===== src/rtl/shift_pkg.sv =====
// ---------------------------------------------------------------------------
// shift_pkg
// Declarations shared by the shift-register family: the load-and-shift
// transmitters and the shift_rx_word receiver.
//
//   shift_state_e  : two-state frame controller (IDLE, COLLECT)
//   DEFAULT_WIDTH  : default bits per serial frame
// ---------------------------------------------------------------------------
package shift_pkg;

    localparam int DEFAULT_WIDTH = 8;

    typedef enum logic {
        IDLE    = 1'b0,
        COLLECT = 1'b1
    } shift_state_e;

endpackage : shift_pkg


===== src/rtl/shift_rx_outreg.sv =====
// ---------------------------------------------------------------------------
// shift_rx_outreg
// Single-entry valid/ready output register for the serial receiver, with a
// sticky overrun flag for words that arrive while the slot is still full.
//
// Ports:
//   Clk        rising-edge clock
//   reset      asynchronous, active-low reset
//   load_i     a completed word is offered this cycle
//   word_i     the completed word
//   ready_i    consumer accepts data_o this cycle
//   clr_err_i  synchronous clear of the overrun flag
//   data_o     last accepted word
//   valid_o    data_o holds an unconsumed word
//   overrun_o  sticky: a completed word was dropped
// ---------------------------------------------------------------------------
module shift_rx_outreg
    import shift_pkg::*;
#(
    parameter int WIDTH = DEFAULT_WIDTH
) (
    input  logic             Clk,
    input  logic             reset,
    input  logic             load_i,
    input  logic [WIDTH-1:0] word_i,
    input  logic             ready_i,
    input  logic             clr_err_i,
    output logic [WIDTH-1:0] data_o,
    output logic             valid_o,
    output logic             overrun_o
);

    logic [WIDTH-1:0] data_q,    data_d;
    logic             valid_q,   valid_d;
    logic             overrun_q, overrun_d;

    // Next-state for the slot. A word may be loaded when the slot is empty
    // or is being drained on this very edge; otherwise the word is dropped
    // and the stored data is left untouched. A new overrun beats clr_err.
    always_comb begin
        data_d    = data_q;
        valid_d   = valid_q;
        overrun_d = overrun_q & ~clr_err_i;
        if (load_i) begin
            if (!valid_q || ready_i) begin
                data_d  = word_i;
                valid_d = 1'b1;
            end else begin
                overrun_d = 1'b1;
            end
        end else if (valid_q && ready_i) begin
            valid_d = 1'b0;
        end
    end

    // Output slot registers.
    always_ff @(posedge Clk or negedge reset) begin
        if (!reset) begin
            data_q    <= '0;
            valid_q   <= 1'b0;
            overrun_q <= 1'b0;
        end else begin
            data_q    <= data_d;
            valid_q   <= valid_d;
            overrun_q <= overrun_d;
        end
    end

    assign data_o    = data_q;
    assign valid_o   = valid_q;
    assign overrun_o = overrun_q;

endmodule : shift_rx_outreg


===== src/rtl/shift_rx_word.sv =====
// ---------------------------------------------------------------------------
// shift_rx_word
// Serial-in/parallel-out receiver for the LSB-first stream produced by the
// load-and-shift transmitters. Collects WIDTH bits into a word, presents it
// on a valid/ready output, and flags frame restarts and overruns.
//
// Ports:
//   Clk        rising-edge clock
//   reset      asynchronous, active-low reset
//   s_valid    s_bit is meaningful this cycle
//   s_bit      serial data bit, LSB first
//   s_start    with s_valid: this bit is bit 0 of a new frame
//   out_ready  consumer accepts out_data this cycle
//   clr_err    synchronous clear of the sticky error flags
//   out_data   last completed word
//   out_valid  out_data holds an unconsumed word
//   busy       a frame is partially received
//   overrun    sticky: a completed word was dropped
//   frame_err  sticky: a frame was restarted before completion
// ---------------------------------------------------------------------------
module shift_rx_word
    import shift_pkg::*;
#(
    parameter int WIDTH = DEFAULT_WIDTH
) (
    input  logic             Clk,
    input  logic             reset,
    input  logic             s_valid,
    input  logic             s_bit,
    input  logic             s_start,
    input  logic             out_ready,
    input  logic             clr_err,
    output logic [WIDTH-1:0] out_data,
    output logic             out_valid,
    output logic             busy,
    output logic             overrun,
    output logic             frame_err
);

    localparam int CW = $clog2(WIDTH + 1);
    localparam logic [CW-1:0] LAST_CNT = CW'(WIDTH - 1);

    shift_state_e     state_q, state_d;
    logic [CW-1:0]    cnt_q,   cnt_d;
    logic             frameErr_q, frameErr_d;
    logic             wordDone;
    logic [WIDTH-1:0] shifted;

    // Only the upper WIDTH-1 bits of the shift register are stored: the bit
    // that would drop into position 0 is needed only at completion, where
    // it is taken straight from the shifted word.
    logic [WIDTH-2:0] shreg_q, shreg_d;

    assign shifted = {s_bit, shreg_q};

    // Frame controller: a start bit always opens a fresh frame (flagging a
    // restart if one was in progress); plain bits are only accepted inside
    // a frame, and the WIDTH-th bit hands the word to the output slot.
    always_comb begin
        state_d    = state_q;
        shreg_d    = shreg_q;
        cnt_d      = cnt_q;
        frameErr_d = frameErr_q & ~clr_err;
        wordDone   = 1'b0;
        case (state_q)
            IDLE: begin
                if (s_valid && s_start) begin
                    shreg_d = shifted[WIDTH-1:1];
                    cnt_d   = CW'(1);
                    state_d = COLLECT;
                end
            end
            COLLECT: begin
                if (s_valid) begin
                    shreg_d = shifted[WIDTH-1:1];
                    if (s_start) begin
                        frameErr_d = 1'b1;
                        cnt_d      = CW'(1);
                    end else if (cnt_q == LAST_CNT) begin
                        wordDone = 1'b1;
                        cnt_d    = '0;
                        state_d  = IDLE;
                    end else begin
                        cnt_d = cnt_q + CW'(1);
                    end
                end
            end
            default: state_d = IDLE;
        endcase
    end

    // Controller, shift register and frame-error registers.
    always_ff @(posedge Clk or negedge reset) begin
        if (!reset) begin
            state_q    <= IDLE;
            shreg_q    <= '0;
            cnt_q      <= '0;
            frameErr_q <= 1'b0;
        end else begin
            state_q    <= state_d;
            shreg_q    <= shreg_d;
            cnt_q      <= cnt_d;
            frameErr_q <= frameErr_d;
        end
    end

    shift_rx_outreg #(
        .WIDTH (WIDTH)
    ) u_outreg (
        .Clk       (Clk),
        .reset     (reset),
        .load_i    (wordDone),
        .word_i    (shifted),
        .ready_i   (out_ready),
        .clr_err_i (clr_err),
        .data_o    (out_data),
        .valid_o   (out_valid),
        .overrun_o (overrun)
    );

    assign busy      = (state_q == COLLECT);
    assign frame_err = frameErr_q;

endmodule : shift_rx_word


===== config.mk =====
export PLATFORM = sky130hd
export DESIGN_NAME = shift_rx_word
export DESIGN_NICKNAME = d
export VERILOG_FILES = /design/src/rtl/shift_pkg.sv /design/src/rtl/shift_rx_outreg.sv /design/src/rtl/shift_rx_word.sv
export SDC_FILE = /design/constraint.sdc
export NUM_CORES = 1
export LEC_CHECK = 0
export CAP_MARGIN = 20
export CORE_MARGIN = 4
export CORE_UTILIZATION = 25
export DETAILED_ROUTE_END_ITERATION = 12
export GPL_ROUTABILITY_DRIVEN = 0
export PLACE_DENSITY_LB_ADDON = 0.3
export SYNTH_ARGS = -nofsm -noshare
export SYNTH_HDL_FRONTEND = slang
export SYNTH_SLANG_ARGS = --single-unit

===== constraint.sdc =====
create_clock -name Clk -period 1.5 [get_ports Clk]
set_input_delay 0.3 -clock Clk [delete_from_list [all_inputs] [get_ports Clk]]
set_output_delay 0.3 -clock Clk [all_outputs]
set_load 0.05 [all_outputs]

=== Word level (Yosys, flattened, before mapping) ===
Cells that the tools add are included.

* Reduce and logical (&&, ||, !) cells: 8
* Bitwise logic cells: 4
* Equal/unequal tests: 4
* $add $sub $neg: 1
* Multiplexer cells: 25

{| class="wikitable"
|+ Operators with widths
! cell !! count
|-
| $mux 1 || 16
|-
| $mux 4 || 4
|-
| $mux 7 || 2
|-
| $pmux 7 s2 || 1
|-
| $pmux 4 s2 || 1
|-
| $ne 2x2->1 const B || 3
|-
| $reduce_and 2->1 || 3
|-
| $add 4x1->4 const B || 1
|-
| $eq 4x3->1 const B || 1
|-
| $and 1x1->1 || 2
|-
| $logic_and 1x1->1 || 2
|-
| $not 1->1 || 2
|-
| $pmux 1 s2 || 1
|-
| $reduce_bool 2->1 || 1
|-
| $logic_not 1->1 || 1
|-
| $logic_or 1x1->1 || 1
|}

* Input port bits: 7
* Logic and storage cells: 49
* Output and inout bits: 12
* Flip-flop bits (word level): 23

=== Depth between registers and ports, before layout ===
* Word-level depth: 7
* Mapped depth: 4
* Depth with buffers taken out: 4

=== By module ===
Synthesis repeated with hierarchy kept, for this count alone.

* Cell total of the unflattened synthesis: 72
* Area total of the unflattened synthesis: 1,013.5 um2

{| class="wikitable"
|+ By module, submodules not included
! module !! cells each !! area an instance (um2) !! sequential area each (um2) !! instances
|-
| shift_rx_word || 48 || 600.6 || 325.3 || 1
|-
| shift_rx_outreg || 24 || 412.9 || 250.2 || 1
|}

=== Least setup slack after synthesis ===
OpenSTA, ideal clock, no wires.

* Kind: register -> register
* Start point: register state_q (netlist: busy)
* End point: register u_outreg.data_q[7] (netlist: u_outreg.data_o[7])
* Cell stages (with the launch flop): 5
* Period minus slack after synthesis: 1,905 ps
* Data arrival time: 1,780 ps
* Buffers on the path: 1
* Library setup time: 125 ps
* Slack: -405 ps
* Required time: 1,375 ps
* Cells stage by stage: dfrtp_1 > buf_2 > nand2_1 > nor4b_4 > mux2_2

* Longest elaborated chain between the ends: 2

{| class="wikitable"
|+ Ends and longest elaborated chain
! element !! RTL line !! text
|-
| from (decl) || shift_rx_word.sv:43 || <nowiki>shift_state_e state_q, state_d;</nowiki>
|-
| from (signal assigned) || shift_rx_word.sv:100 || <nowiki>state_q <= state_d;</nowiki>
|-
| $mux 1 || shift_rx_word.sv:65 || <nowiki>case (state_q)</nowiki>
|-
| $reduce_and 2->1 (no line) || -- ||
|-
| to (signal assigned) || shift_rx_outreg.sv:63 || <nowiki>data_q <= data_d;</nowiki>
|-
| to (decl) || shift_rx_outreg.sv:33 || <nowiki>logic [WIDTH-1:0] data_q, data_d;</nowiki>
|}

No other way between the ends.
A chain may end at the register's enable or synchronous reset.

=== Worst setup path after layout ===
* Start point: register cnt_q[0]
* End point: register u_outreg.data_q[4] (netlist: u_outreg.data_o[4])

* Longest elaborated chain between the ends: 6

{| class="wikitable"
|+ Ends and longest elaborated chain
! element !! RTL line !! text
|-
| from (decl) || shift_rx_word.sv:44 || <nowiki>logic [CW-1:0] cnt_q, cnt_d;</nowiki>
|-
| from (signal assigned) || shift_rx_word.sv:102 || <nowiki>cnt_q <= cnt_d;</nowiki>
|-
| $eq 4x3->1 || shift_rx_word.sv:79 || <nowiki>end else if (cnt_q == LAST_CNT) begin</nowiki>
|-
| $mux 1 || shift_rx_word.sv:79 ||
|-
| $mux 1 || shift_rx_word.sv:76 || <nowiki>if (s_start) begin</nowiki>
|-
| $mux 1 || shift_rx_word.sv:74 || <nowiki>if (s_valid) begin</nowiki>
|-
| $mux 1 || shift_rx_word.sv:65 ||
|-
| $reduce_and 2->1 (no line) || -- ||
|}

No other way between the ends.

==> results.yml <==
synth:
  ys.warnings.count: 0
  synth_top_cell_by_area: "dfrtp_1"
  ys_types: 26
  syn_inst: 73
  synth_top_cell_area_share_pct: 58.6
  syn_avg_cell_area_sq_um: 13.5
  synth-seq-cells: 23
  yosysSeqAreaShare_pct: 58.6
  synthesis.area_sq_um: 982
  synth_area_leaders: "dfrtp_1 59%, mux2_2 17%, o22ai_1 2.5%, nor4b_4 2.4%, inv_1 1.9%"
  synth_nets: 81
layout:
  syn_to_final_growth_pct: 51.2
  layout-drive-gt1-share_pct: 48.6
  final_nets: 114
  n_antenna_cell: 0
die:
  die_area_sq_mm: 0.00500
  pin_count: 19
  die_x_um: 70.7
  start_util_pct: 26.4
  die_y_um: 70.7
  core_area_sq_mm: 0.00372
  row_count: 22
critical_path:
  worstSetupEndpointType: "flop"
  critical_path_buf_inv_count: 1
  regToRegStartpoint: "cnt_q[0]$_DFFE_PN0P_"
  critPathTopFamily: "simple AND/OR/NAND/NOR gates"
  start_kind: "flop"
  crit_chain: "ha_2 -> nand3b_1 -> nor4b_4 -> buf_6 -> mux2_2"
  path_depth: 5
  cpPeakStageDelay_ns: 0.37
  critPathRequiredTime_ns: 1.64
  critPathMaxFanout: 8
  rr_worst_depth: 5
  path_class: "flop to flop"
  reg2reg_setup_slack_ns: -0.1
  worstPathArrival_ns: 1.74
  cpMaxStageDelayCell: "dfrtp_1"
  rr_endpoint: "u_outreg.data_o[4]$_DFFE_PN0P_"
grt:
  grt_max_degree: 24
  met1_usage_pct: 10.6
  grt-ovfl-total: 0
  grt.busiest_layer: "met2"
  track_usage_pct: 8.15
  grt_pass1_vias: 682
  antenna_found_initial: 0
  grtUsageMet3_pct: 1.56
  grt_pass1_wl_um: 3310
  grtUsageMet2_pct: 12.8
route:
  via_count: 666
  vias_per_cell: 4.35
  drt_iter0_drc: 13
  drt_first_pass_iters: 3
  ant_nets: 0
  routed_wl_um: 1840
  drc: 0
  post_drt_wl_per_cell_um: 12.0
cts:
  htreeDepth: 1
  clk_pin_slew_ns: 0.08
  insertion_delay_ns: 0.25
  cts_buffers: 3
  cts_tree: "done"
  postCtsSetupRepairBufs: 0
  cts_buffer_depth: 2
  clock-sinks: 23
  cts_hold_buf: 0
  cts-root-buf: "clkbuf_8"
power:
  ir_drop_v: 0.000528
  p_leak_nw: 0.669
  power.density_mw_per_mm2: 1580
place:
  portBuffers: 18
  hpwl_um: 1390
timing:
  period_share_pct: 106
  setup_tns_ns: -0.691
  setup_slack_ns: -0.0958
  drv_slew: 0
  finalHoldViolCount: 0
  max_freq_mhz: 627
  fin_crit_ns: 1.60
  rsz0062_at_grt: "yes"
  hold_ws_ns: 0.392
  finalSetupViolCount: 8
  relSlewSlack_pct: 80.6
  tightest_slew_ns: 0.291
  skew_ns: 0.00189
flow_run:
  maxCapViolCount: 0
hold_path:
  hold_path_class: "input pin to asynchronous set/reset pin"
status:
  violations: "negative setup slack"
  status: "complete, but fails checks"
[worst max-delay path by stage]
stage	start	slack (ns)	end
after floorplan	busy$_DFF_PN0_	-0.22	u_outreg.data_o[7]$_DFFE_PN0P_
after global placement	s_valid	-0.34	u_outreg.data_o[6]$_DFFE_PN0P_
after detailed placement	s_valid	-0.34	u_outreg.data_o[5]$_DFFE_PN0P_
after CTS	cnt_q[0]$_DFFE_PN0P_	-0.12	u_outreg.data_o[4]$_DFFE_PN0P_
after global routing	cnt_q[0]$_DFFE_PN0P_	-0.19	u_outreg.data_o[7]$_DFFE_PN0P_
final	cnt_q[0]$_DFFE_PN0P_	-0.1	u_outreg.data_o[4]$_DFFE_PN0P_
[worst register-to-register path, delay by kind of cell, from the launching register on]
kind | cells | cell delay, ns
adders and majority gates | 1 | 0.19
buffers and inverters | 1 | 0.18
DFF | 1 | 0.37
muxes | 1 | 0.34
and+or+nand+nor | 2 | 0.42
[registers in the layout, indices dropped and copies added, names as in the netlist]
signal / flops
cnt_q: 4
u_outreg.overrun_o: 1
frame_err: 1
u_outreg.valid_o: 1
busy: 1
shreg_q: 7
u_outreg.data_o: 8
[cell usage in the layout (no fill, tap or decap), drive strengths merged]
cell type and instances:
o21a 1, nand4 1, nor3b 1, and4b 1, a22o 1, nand2b 1, clkbuf 3, a221o 1
o21ai 2, mux2 15, nand3 2, mux2i 1, a21oi 1, and3b 1, clkdlybuf4s50 6, o22ai 4
nor3 1, clkinv 1, nand3b 1, or3 1, inv 5, buf 25, nor4b 1, nand2 4
ha 1, dfrtp 23
[final cells by class]
| class | count | area, sq um |
|---|---|---|
| Clock buffer | 3 | 41.3 |
| Clock inverter | 1 | 5.00 |
| Fill cell | 359 | 2230 |
| Inverter | 5 | 18.8 |
| Multi-Input combinational cell | 42 | 382 |
| Sequential cell | 23 | 577 |
| Tap cell | 48 | 60.1 |
| Timing Repair Buffer | 31 | 402 |
[Yosys cell counts (all sizes together)]
master and count:
dfrtp 23, mux2 15, inv 5, nand2 4, o22ai 4, buf 2, nand3 2, o21ai 2
a21oi 1, a221o 1, a22o 1, and3b 1, and4b 1, clkbuf 1, ha 1, mux2i 1
nand2b 1, nand3b 1, nand4 1, nor3 1, nor3b 1, nor4b 1, o21a 1, or3 1
[what timing repair did]
action | in CTS | in global routing
resized for setup | 1 | 1
setup endpoints to repair | 8 | 8
pin swaps | 1 | 1
[routing by layer]
layer / up-vias / share of wire, %
li1: 325 / -
met1: 329 / 42
met2: 10 / 53
met3: 2 / 3.5
met4: 0 / 2.0
met5: - / 0
[cells by family after synthesis]
logic type | synth area share (%)
flip-flops | 58.6
AO/OA/AOI/OAI | 6.75
AND/OR/NAND/NOR | 11.2
buffers and inverters | 3.95
adder cells (fa/ha/maj) | 1.27
multiplexers | 18.2
[metrics by stage]
stage	total power [mW]	utilization (%)	cells	instance area (sq um)	setup slack, ns
after floorplan	1.47	-	73	1000	-0.221
after detailed placement	2.00	38.6	149	1430	-0.341
final	2.35	40.0	153	1490	-0.0958
after global placement	1.98	38.6	149	1430	-0.336
after CTS	2.38	39.9	153	1480	-0.115
after global routing	2.49	40.0	153	1490	-0.185
[report_power, final]
part           leakage [nW]  switching, mW  internal (mW)  total [mW]
Clock                0.0255          0.185          0.185       0.369
Sequential            0.291          0.143          0.802       0.945
Combinational         0.353          0.476          0.561        1.04
Note: power is estimated with default switching activity, not from simulation.
